[src/rtl/spi_slave_rx_apb_if.sv]
// rtl/spi_slave_rx_apb_if.sv - APB register-port interface used by spi_slave_rx_apb
//
// Signals: paddr[15:0], pwdata[31:0], prdata[31:0], psel, penable, pwrite, pready.
// Modports: master drives the request side, slave returns prdata/pready.
interface apb_if;
  logic [15:0] paddr;
  logic [31:0] pwdata;
  logic [31:0] prdata;
  logic        psel;
  logic        penable;
  logic        pwrite;
  logic        pready;

  modport master (output paddr, pwdata, psel, penable, pwrite,
                  input  prdata, pready);
  modport slave  (input  paddr, pwdata, psel, penable, pwrite,
                  output prdata, pready);
endinterface

[src/rtl/spi_slave_rx_apb.sv]
// rtl/spi_slave_rx_apb.sv - APB-mapped SPI mode-0 slave receiver with byte FIFO
//
// Ports:
//   clk       system clock, rising edge
//   reset_n   asynchronous active-low reset
//   apb       apb_if.slave register port (CTRL 0x0, RXDATA 0x4, STATUS 0x8, CLEAR 0xC)
//   spi_sclk  SPI clock from master (asynchronous)
//   spi_mosi  serial data, MSB first
//   spi_cs    chip select, active low
//   irq       registered level interrupt: enable & (rx_not_empty | overrun | frame_err)
module spi_slave_rx_apb #(
  parameter int FIFO_DEPTH  = 4,
  parameter int SYNC_STAGES = 2
) (
  input  logic  clk,
  input  logic  reset_n,
  apb_if.slave  apb,
  input  logic  spi_sclk,
  input  logic  spi_mosi,
  input  logic  spi_cs,
  output logic  irq
);

  localparam int AW = $clog2(FIFO_DEPTH);

  localparam logic [0:0] ST_IDLE  = 1'b0;
  localparam logic [0:0] ST_SHIFT = 1'b1;

  // ---------------- input synchronizers and edge detect ----------------
  logic [SYNC_STAGES-1:0] r_sclk_sync;
  logic [SYNC_STAGES-1:0] r_mosi_sync;
  logic [SYNC_STAGES-1:0] r_cs_sync;
  logic                   r_sclk_d;
  logic                   r_cs_d;

  always_ff @(posedge clk or negedge reset_n) begin
    if (!reset_n) begin
      r_sclk_sync <= '0;
      r_mosi_sync <= '0;
      r_cs_sync   <= '1;  // cs idles high, so do not fake a frame start out of reset
      r_sclk_d    <= 1'b0;
      r_cs_d      <= 1'b1;
    end else begin
      r_sclk_sync <= {r_sclk_sync[SYNC_STAGES-2:0], spi_sclk};
      r_mosi_sync <= {r_mosi_sync[SYNC_STAGES-2:0], spi_mosi};
      r_cs_sync   <= {r_cs_sync[SYNC_STAGES-2:0], spi_cs};
      r_sclk_d    <= r_sclk_sync[SYNC_STAGES-1];
      r_cs_d      <= r_cs_sync[SYNC_STAGES-1];
    end
  end

  logic w_sclk;
  logic w_mosi;
  logic w_cs;
  logic w_sclk_rise;
  logic w_cs_rise;

  assign w_sclk      = r_sclk_sync[SYNC_STAGES-1];
  assign w_mosi      = r_mosi_sync[SYNC_STAGES-1];
  assign w_cs        = r_cs_sync[SYNC_STAGES-1];
  assign w_sclk_rise = w_sclk & ~r_sclk_d;
  assign w_cs_rise   = w_cs & ~r_cs_d;

  // ---------------- APB decode ----------------
  logic w_wr;
  logic w_rd;
  logic w_ctrl_wr;
  logic w_clr_wr;
  logic w_rx_rd;

  assign w_wr      = apb.psel & apb.penable & apb.pwrite;
  assign w_rd      = apb.psel & apb.penable & ~apb.pwrite;
  assign w_ctrl_wr = w_wr & (apb.paddr == 16'h0000);
  assign w_clr_wr  = w_wr & (apb.paddr == 16'h000C);
  assign w_rx_rd   = w_rd & (apb.paddr == 16'h0004);

  logic r_enable;

  always_ff @(posedge clk or negedge reset_n) begin
    if (!reset_n) begin
      r_enable <= 1'b0;
    end else if (w_ctrl_wr) begin
      r_enable <= apb.pwdata[0];
    end
  end

  // ---------------- receive FSM ----------------
  logic [0:0] r_state;
  logic [2:0] r_bit_cnt;
  logic [7:0] r_shift;
  logic       r_push;
  logic [7:0] r_push_data;
  logic       w_ferr_set;

  // Only a cs rise while still enabled can flag a short frame; a disable discards silently.
  assign w_ferr_set = (r_state == ST_SHIFT) & r_enable & w_cs_rise & (r_bit_cnt != 3'd0);

  always_ff @(posedge clk or negedge reset_n) begin
    if (!reset_n) begin
      r_state     <= ST_IDLE;
      r_bit_cnt   <= 3'd0;
      r_shift     <= 8'd0;
      r_push      <= 1'b0;
      r_push_data <= 8'd0;
    end else begin
      r_push <= 1'b0;
      case (r_state)
        ST_IDLE: begin
          if (r_enable && !w_cs) begin
            r_state   <= ST_SHIFT;
            r_bit_cnt <= 3'd0;
            r_shift   <= 8'd0;
          end
        end
        ST_SHIFT: begin
          if (!r_enable) begin
            r_state <= ST_IDLE;
          end else if (w_cs_rise) begin
            r_state <= ST_IDLE;
          end else if (w_sclk_rise) begin
            r_shift   <= {r_shift[6:0], w_mosi};
            r_bit_cnt <= r_bit_cnt + 3'd1;
            if (r_bit_cnt == 3'd7) begin
              r_push      <= 1'b1;
              r_push_data <= {r_shift[6:0], w_mosi};
            end
          end
        end
        default: r_state <= ST_IDLE;
      endcase
    end
  end

  // ---------------- FIFO ----------------
  logic [7:0]  r_mem [FIFO_DEPTH];
  logic [AW:0] r_wptr;
  logic [AW:0] r_rptr;
  logic [AW:0] w_count;
  logic        w_empty;
  logic        w_full;
  logic        w_pop;
  logic        w_push;
  logic        w_ovr_set;

  assign w_count   = r_wptr - r_rptr;
  assign w_empty   = (r_wptr == r_rptr);
  assign w_full    = (r_wptr[AW] != r_rptr[AW]) && (r_wptr[AW-1:0] == r_rptr[AW-1:0]);
  assign w_pop     = w_rx_rd & ~w_empty;
  // A simultaneous pop frees the slot, so a push into a full FIFO still lands.
  assign w_push    = r_push & (~w_full | w_pop);
  assign w_ovr_set = r_push & w_full & ~w_pop;

  always_ff @(posedge clk or negedge reset_n) begin
    if (!reset_n) begin
      r_wptr <= '0;
      r_rptr <= '0;
    end else begin
      if (w_push) r_wptr <= r_wptr + 1'b1;
      if (w_pop)  r_rptr <= r_rptr + 1'b1;
    end
  end

  always_ff @(posedge clk) begin
    if (w_push) r_mem[r_wptr[AW-1:0]] <= r_push_data;
  end

  // ---------------- sticky flags and interrupt ----------------
  logic r_overrun;
  logic r_frame_err;
  logic r_irq;

  always_ff @(posedge clk or negedge reset_n) begin
    if (!reset_n) begin
      r_overrun   <= 1'b0;
      r_frame_err <= 1'b0;
      r_irq       <= 1'b0;
    end else begin
      // set wins over a same-cycle clear
      r_overrun   <= w_ovr_set  | (r_overrun   & ~(w_clr_wr & apb.pwdata[2]));
      r_frame_err <= w_ferr_set | (r_frame_err & ~(w_clr_wr & apb.pwdata[3]));
      r_irq       <= r_enable & (~w_empty | r_overrun | r_frame_err);
    end
  end

  assign irq = r_irq;

  // ---------------- read mux ----------------
  logic [31:0] w_status;

  always_comb begin
    w_status             = '0;
    w_status[0]          = ~w_empty;
    w_status[1]          = w_full;
    w_status[2]          = r_overrun;
    w_status[3]          = r_frame_err;
    w_status[4]          = (r_state == ST_SHIFT);
    w_status[8 +: AW+1]  = w_count;
  end

  always_comb begin
    apb.prdata = '0;
    case (apb.paddr)
      16'h0000: apb.prdata = {31'd0, r_enable};
      16'h0004: apb.prdata = w_empty ? 32'd0 : {24'd0, r_mem[r_rptr[AW-1:0]]};
      16'h0008: apb.prdata = w_status;
      default:  apb.prdata = '0;
    endcase
  end

  assign apb.pready = 1'b1;

  logic w_unused;
  assign w_unused = ^{apb.pwdata[31:4], apb.pwdata[1]};

endmodule

[src/flat_wrapper.sv]
// flat-port wrapper written by rule: the top's interface ports become plain ports
module spi_slave_rx_apb_flat 
#(
  parameter int FIFO_DEPTH  = 4,
  parameter int SYNC_STAGES = 2
)
  (clk, reset_n, spi_sclk, spi_mosi, spi_cs, irq, apb_paddr, apb_pwdata, apb_psel, apb_penable, apb_pwrite, apb_prdata, apb_pready);
  apb_if apb_i ();
  input  logic clk;
  input  logic reset_n;
  input  logic spi_sclk;
  input  logic spi_mosi;
  input  logic spi_cs;
  output logic irq;
  input wire logic [$bits(apb_i.paddr)-1:0] apb_paddr;
  input wire logic [$bits(apb_i.pwdata)-1:0] apb_pwdata;
  input wire logic [$bits(apb_i.psel)-1:0] apb_psel;
  input wire logic [$bits(apb_i.penable)-1:0] apb_penable;
  input wire logic [$bits(apb_i.pwrite)-1:0] apb_pwrite;
  output wire logic [$bits(apb_i.prdata)-1:0] apb_prdata;
  output wire logic [$bits(apb_i.pready)-1:0] apb_pready;
  assign apb_i.paddr = apb_paddr;
  assign apb_i.pwdata = apb_pwdata;
  assign apb_i.psel = apb_psel;
  assign apb_i.penable = apb_penable;
  assign apb_i.pwrite = apb_pwrite;
  assign apb_prdata = apb_i.prdata;
  assign apb_pready = apb_i.pready;
  spi_slave_rx_apb #(.FIFO_DEPTH(FIFO_DEPTH), .SYNC_STAGES(SYNC_STAGES)) u_core (.clk(clk), .reset_n(reset_n), .apb(apb_i), .spi_sclk(spi_sclk), .spi_mosi(spi_mosi), .spi_cs(spi_cs), .irq(irq));
endmodule
[config.mk]
export PLATFORM = sky130hd
export DESIGN_NAME = spi_slave_rx_apb_flat
export DESIGN_NICKNAME = d
export VERILOG_FILES = /design/src/rtl/spi_slave_rx_apb_if.sv /design/src/rtl/spi_slave_rx_apb.sv /design/src/flat_wrapper.sv
export SDC_FILE = /design/constraint.sdc
export NUM_CORES = 1
export LEC_CHECK = 0
export BUFFER_PORTS_ARGS = -buffer_cell sky130_fd_sc_hd__buf_2
export CORE_ASPECT_RATIO = 2
export CORE_MARGIN = 2
export CORE_UTILIZATION = 30
export CTS_BUF_LIST = sky130_fd_sc_hd__clkbuf_8
export DETAILED_ROUTE_END_ITERATION = 10
export GPL_ROUTABILITY_DRIVEN = 0
export GPL_TIMING_DRIVEN = 0
export PLACE_DENSITY = 0.6
export REMOVE_ABC_BUFFERS = 1
export SLEW_MARGIN = 20
export SYNTH_ARGS = -nofsm -noshare
export SYNTH_HDL_FRONTEND = slang
export SYNTH_SLANG_ARGS = --single-unit
[constraint.sdc]
create_clock -name clk -period 2.5 [get_ports clk]
set_input_delay 0.5 -clock clk [delete_from_list [all_inputs] [get_ports clk]]
set_output_delay 0.5 -clock clk [all_outputs]
set_load 0.02 [all_outputs]
==> results of run 1 <==
[power by group]
part           internal [W]  switching, W
clock              0.000564      0.000425
sequential          0.00120    0.00000313
combinational     0.0000229     0.0000619
total               0.00179      0.000490
[critical path, stage by stage, from the launching register on]
cell and delay, ns:
dfrtp_4 0.52, ha_4 0.23, and2_4 0.17, a21boi_4 0.14
nand3_2 0.10, buf_4 0.15, o2bb2ai_4 0.15, buf_6 0.13
[synthesized netlist by cell type, types with 4 or more instances]
master      n
a22o_1     10
and3b_1     5
buf_4      22
dfrtp_1    35
edfxtp_1   32
ha_1       10
inv_1      12
mux2_2      8
mux4_2      8
nand2_1     7
nand3_1     6
nor2_1      8
nor2b_1     6
o2bb2ai_1   4
[stage by stage]
step	cell area (um2)	TNS, ns
2_1_floorplan	3110	0
3_3_place_gp	3470	-8.01
3_5_place_dp	3470	-7.86
4_1_cts	3860	-0.0178
5_1_grt	3970	-0.0244
6_report	3970	0
[cells by family after synthesis]
| group | after synthesis | share of synthesized area, % |
|---|---|---|
| compound gates | 33 | 8.45 |
| xor+xnor | 5 | 1.36 |
| fa+ha+maj | 11 | 4.52 |
| buf+inv | 38 | 7.05 |
| flops | 70 | 59.6 |
| mux | 17 | 8.76 |
| other cells | 2 | 0.234 |
| simple gates | 49 | 10.0 |
[sequential cells by signal, summed over array words and instances, names as in the netlist, 2 cells and up]
register	flops
u_core.r_bit_cnt	3
u_core.r_cs_sync	2
u_core.r_mem	32
u_core.r_mosi_sync	2
u_core.r_push_data	8
u_core.r_rptr	3
u_core.r_sclk_sync	2
u_core.r_shift	7
u_core.r_wptr	3
[final cells by class]
type	count	area share (%)
multi-input cells	137	32.7
clock buffers	9	3.12
inverters	12	1.14
well taps	137	4.32
flip-flops and latches	70	48.5
repair buffers	48	7.85
clock inverters	7	2.43
[metal layers]
| layer | up-vias | track usage [%] | part of all wire (%) |
|---|---|---|---|
| li1 | 898 | - | - |
| met1 | 968 | 10.1 | 34 |
| met2 | 46 | 21.0 | 59 |
| met3 | 15 | 2.46 | 2.7 |
| met4 | 0 | 8.04 | 4.2 |
| met5 | - | 0 | 0 |
[cells in the final DEF (no fill, tap or decap), types with 5 or more instances in the layout]
cell	netlist	layout
ha_1	10	8
a22o_1	10	10
clkbuf_8	0	9
buf_2	1	30
conb_1	2	22
nand3_1	6	5
mux4_2	8	8
and3b_1	5	5
dfrtp_1	35	32
nor2_1	8	8
mux2_2	8	8
buf_4	22	12
buf_6	0	5
edfxtp_1	32	32
inv_1	12	10
nand2_1	7	7
[repair_timing]
item                       in CTS  in global routing
resized for setup              29                 14
setup endpoints to repair      42                 19
hold buffers                    0                  0
pin swaps                       4                  2
setup buffers                   7                  3
[worst max path at each step]
stage | start | endpoint | slack (ns)
after floorplan | u_core.r_rptr[0] | apb_prdata[2] | 0.04
after global placement | u_core.r_rptr[0] | apb_prdata[4] | -0.54
after detailed placement | u_core.r_rptr[0] | apb_prdata[4] | -0.53
after CTS | apb_paddr[6] | apb_prdata[10] | -0.01
after global routing | u_core.r_rptr[0] | apb_prdata[0] | -0.02
final | u_core.r_rptr[0] | apb_prdata[4] | 0.06
==> impl_metrics.json, run 1 <==
{
  "max_freq_mhz": 410,
  "root_buffer": "clkbuf_8",
  "syn_to_final_growth_pct": 23.4,
  "numPortBuffers": 38,
  "yosysUniqueCellTypes": 47,
  "whs_endpoint": "u_core.r_cs_sync[0]",
  "slew_headroom_pct": 42.4,
  "crit_path_start_kind": "flop",
  "final_cells": 420,
  "gr-total-overflow": 0,
  "final_core_util_pct": 37.9,
  "synth-edff-count": 32,
  "totalWireLength_mm": 6.26,
  "max_cap_violations": 0,
  "yosysTopAreaCellShare_pct": 29.9,
  "num_vias": 1927,
  "place_hpwl_mm": 4.53,
  "hold_start": "spi_cs",
  "synth_seq_area_share_pct": 59.6,
  "drive_gt1_share_pct": 38.5,
  "rsz0062_at_grt": "yes",
  "grt_pass1_vias": 1852,
  "regToRegStartpoint": "u_core.r_rptr[0]",
  "totalPowerFinal_w": 0.00228,
  "tritoncts": "built",
  "hold_depth": 1,
  "die_w_um": 77.2,
  "dp_cells": 394,
  "cp-end-kind": "output pin",
  "ys_ff_latch": 70,
  "holdWs_ns": 0.252,
  "critical_path_required_ns": 2.00,
  "regToRegSetupSlack_ns": 0.17,
  "post-route-period-util_pct": 97.5,
  "drt_iter0_markers": 52,
  "numClockSinks": 70,
  "cts.clk_slew.worst_paths_ns": 0.08,
  "die_area_um2": 11600,
  "final.min_clock_period_ns": 2.44,
  "ys.warnings.count": 0,
  "seqCellArea_um2": 1920,
  "antenna_found_initial": 0,
  "ys_async_sr_fraction_pct": 54.3,
  "crit_fanout": 3,
  "cts.path.max_buffers": 2,
  "initial_core_util_pct": 30.7,
  "r2r_cells": 5,
  "hold_viol": 0,
  "slew_viol_final": 0,
  "dieHeight_um": 150,
  "routed_via_density": 4.59,
  "syn_inst": 225,
  "n_fill_cell": 1026,
  "tightestPinTransition_ns": 0.864,
  "fin_nets": 345,
  "wl_per_cell_um": 14.9,
  "synth_ff_type": "dfrtp_1",
  "status": "finished, final reports clean",
  "core_area_um2": 10500,
  "vdd_drop_max_mv": 0.251,
  "h-tree-depth": 3,
  "drcViolationCount": 0,
  "rows": 53,
  "fin_skew_ns": 0.00816,
  "clkLatencyLatePin_ns": 0.35,
  "power_density_nw_per_um2": 575,
  "track_usage_pct": 11.1,
  "num_antenna_cells": 0,
  "setup_ws_ns": 0.0623,
  "cp.arrival_ns": 1.94,
  "synth.avg_cell_area_um2": 14.3,
  "cts_made_buffers": 9,
  "dr.pass1.iters": 4,
  "drtAntennaViolNets": 0,
  "pin_count": 90,
  "criticalPathCategory": "flop to output pin",
  "grt_max_degree": 39,
  "reg2reg_to": "u_core.r_mem[3][4]",
  "multi_input_area_um2": 1300,
  "synthTopCellsByArea": "edfxtp_1, dfrtp_1, mux4_2",
  "pre_cts_slack_ns": -0.527,
  "synth_area_leader_cell": "edfxtp_1",
  "setup_viol": 0,
  "syn-cell-area_um2": 3210,
  "hold_class": "primary input to flop",
  "leakagePower_nw": 1.72,
  "grt_pass1_wl_mm": 9.46
}
No activity file was read; power rests on OpenSTA's default activity.
==> run 2, diff against run 1 <==
CORE_UTILIZATION = 26   (was 30)
PLACE_DENSITY = 0.55   (was 0.6)
==> run 2 against run 1 <==
Effect of this change:
- worst hold slack worse by 0.023 ns
- die area is 15% higher
- global-route usage shrank 0.46 points
- register-to-register slack improved by 0.04 ns
- via count is 0.52% higher
- first-iteration DRC count grew to 2.7 times the previous value
- clock power is 8.9% lower
- sequential share of layout area up 1.0 points
- maximum frequency fell by 0.84%
- setup slack worse by 0.021 ns
- sequential cell count unchanged
==> impl_metrics.json, run 2 (synthesis results as in run 1) <==
{
  "slew_headroom_pct": 42.9,
  "dieHeight_um": 161,
  "swShare_pct": 26.1,
  "cts_hold_buf": 0,
  "criticalPathCategory": "primary input to output pin",
  "critPathSlowestCell": "or3b_1",
  "setup_ws_ns": 0.0415,
  "num_antenna_cells": 0,
  "fin_area_um2": 3880,
  "crit_path_start_kind": "primary input",
  "status": "finished, final reports clean",
  "numPortBuffers": 38,
  "drive_gt1_share_pct": 37.2,
  "place_hpwl_mm": 4.60,
  "max_cap_violations": 0,
  "hold_viol": 0,
  "p_seq_share_pct": 54.9,
  "cp_cell_sequence": "buf_2, nor4_4, nand4_4, or3b_1, nor2_1, buf_2",
  "dpl_cell_area_um2": 3480,
  "totalPowerFinal_w": 0.00219,
  "gr-total-overflow": 0,
  "final.min_clock_period_ns": 2.46,
  "cts_made_buffers": 9,
  "post-route-period-util_pct": 98.3,
  "drt_iter0_markers": 139,
  "root_buffer": "clkbuf_8",
  "grt_max_degree": 39,
  "seqCellArea_um2": 1920,
  "leakagePower_nw": 1.70,
  "dr.pass1.iters": 4,
  "initial_core_util_pct": 26.5,
  "critPathMaxStageDelay_ns": 0.43,
  "tightestPinTransition_ns": 0.856,
  "slew_viol_final": 0,
  "cp-end-kind": "output pin",
  "largest_reg_flops": 32,
  "clkPwrFrac_pct": 41.0,
  "drcViolationCount": 0,
  "rows": 57,
  "pre_cts_slack_ns": -0.438,
  "grt_pass1_wl_mm": 10.3,
  "totalWireLength_mm": 6.42,
  "num_vias": 1937,
  "wl_per_cell_um": 15.0,
  "n_fill_cell": 1224,
  "cp.arrival_ns": 1.96,
  "final_cell_mix": "dfrtp_1, edfxtp_1, buf_2",
  "tritoncts": "built",
  "cts.path.max_buffers": 2,
  "h-tree-depth": 3,
  "cpMostUsedCell": "buf_2",
  "power_density_nw_per_um2": 565,
  "track_usage_pct": 10.6,
  "internal-power_w": 0.00162,
  "combinationalPowerShare_pct": 4.0,
  "numClockSinks": 70,
  "fin_skew_ns": 0.0102,
  "p_switching_w": 0.000573,
  "setup_viol": 0,
  "hold_class": "primary input to async pin",
  "grt_pass1_vias": 2013,
  "fin_nets": 344,
  "clkLatencyLatePin_ns": 0.35,
  "vdd_drop_max_mv": 0.234,
  "syn_to_final_growth_pct": 20.9,
  "antenna_found_initial": 0,
  "cts.clk_slew.worst_paths_ns": 0.09,
  "die_area_um2": 13300,
  "critical-path-top-delay-family": "simple AND/OR/NAND/NOR gates",
  "die_w_um": 82.6,
  "core_area_um2": 12100,
  "cp_num_buf_inv": 2,
  "pin_count": 90,
  "routed_via_density": 4.52,
  "rsz0062_at_grt": "yes",
  "critical_path_required_ns": 2.00,
  "max_freq_mhz": 407,
  "crit_fanout": 6,
  "drtAntennaViolNets": 0,
  "multi_input_area_um2": 1250
}
==> run 2: path summary, 6_finish.rpt <==
path	from	end	slack (ns)	cells after the start
max	apb_paddr[7]	apb_prdata[8]	0.04	6
min	reset_n	u_core.r_push_data[6]	0.23	1
max reg2reg	u_core.r_rptr[0]	u_core.r_mem[3][3]	0.21	5
min reg2reg	u_core.r_sclk_sync[0]	u_core.r_sclk_sync[1]	0.36	0
max in group asynchronous	reset_n	u_core.r_rptr[0]	1.61	1
min in group clk	spi_cs	u_core.r_cs_sync[0]	0.24	1
==> run 2: metrics by stage <==
stage / hold WS (ns) / TNS [ns] / utilization (%) / std cells
2_1_floorplan: 0.204 / 0 / - / 219
3_3_place_gp: 0.335 / -7.60 / 28.7 / 404
3_5_place_dp: 0.338 / -7.37 / 28.7 / 404
4_1_cts: 0.212 / 0 / 31.8 / 427
5_1_grt: 0.220 / -0.0187 / 32.0 / 429
6_report: 0.229 / 0 / 32.0 / 429
==> run 2: power by group through the flow <==
stage	sequential, W	clock [W]	combinational (W)
after global routing	0.00121	0.000976	0.0000987
after CTS	0.00121	0.000935	0.0000871
final	0.00121	0.000901	0.0000882
after detailed placement	0.00123	0	0.0000787
after global placement	0.00123	0	0.0000775
after floorplan	0.00123	0	0.0000385
==> run 2: what timing repair did <==
| item | CTS | global route |
|---|---|---|
| gates resized for setup | 30 | 2 |
| pin swaps | 7 | 2 |
| cloned | 0 | 0 |
| buffers inserted | 7 | 2 |
| endpoints found under the setup margin | 42 | 16 |
==> run 2: area by class of cell <==
| type | count | area share (%) |
|---|---|---|
| Clock buffer | 9 | 3.19 |
| Clock inverter | 7 | 1.90 |
| Inverter | 12 | 1.16 |
| Multi-Input combinational cell | 137 | 32.3 |
| Sequential cell | 70 | 49.5 |
| Tap cell | 147 | 4.73 |
| Timing Repair Buffer | 47 | 7.28 |
==> run 2: per-layer routing <==
layer	track usage, %	wire length (um)
met1	10.6	2170
met2	19.6	3870
met3	1.79	177
met4	6.04	210
met5	0	0
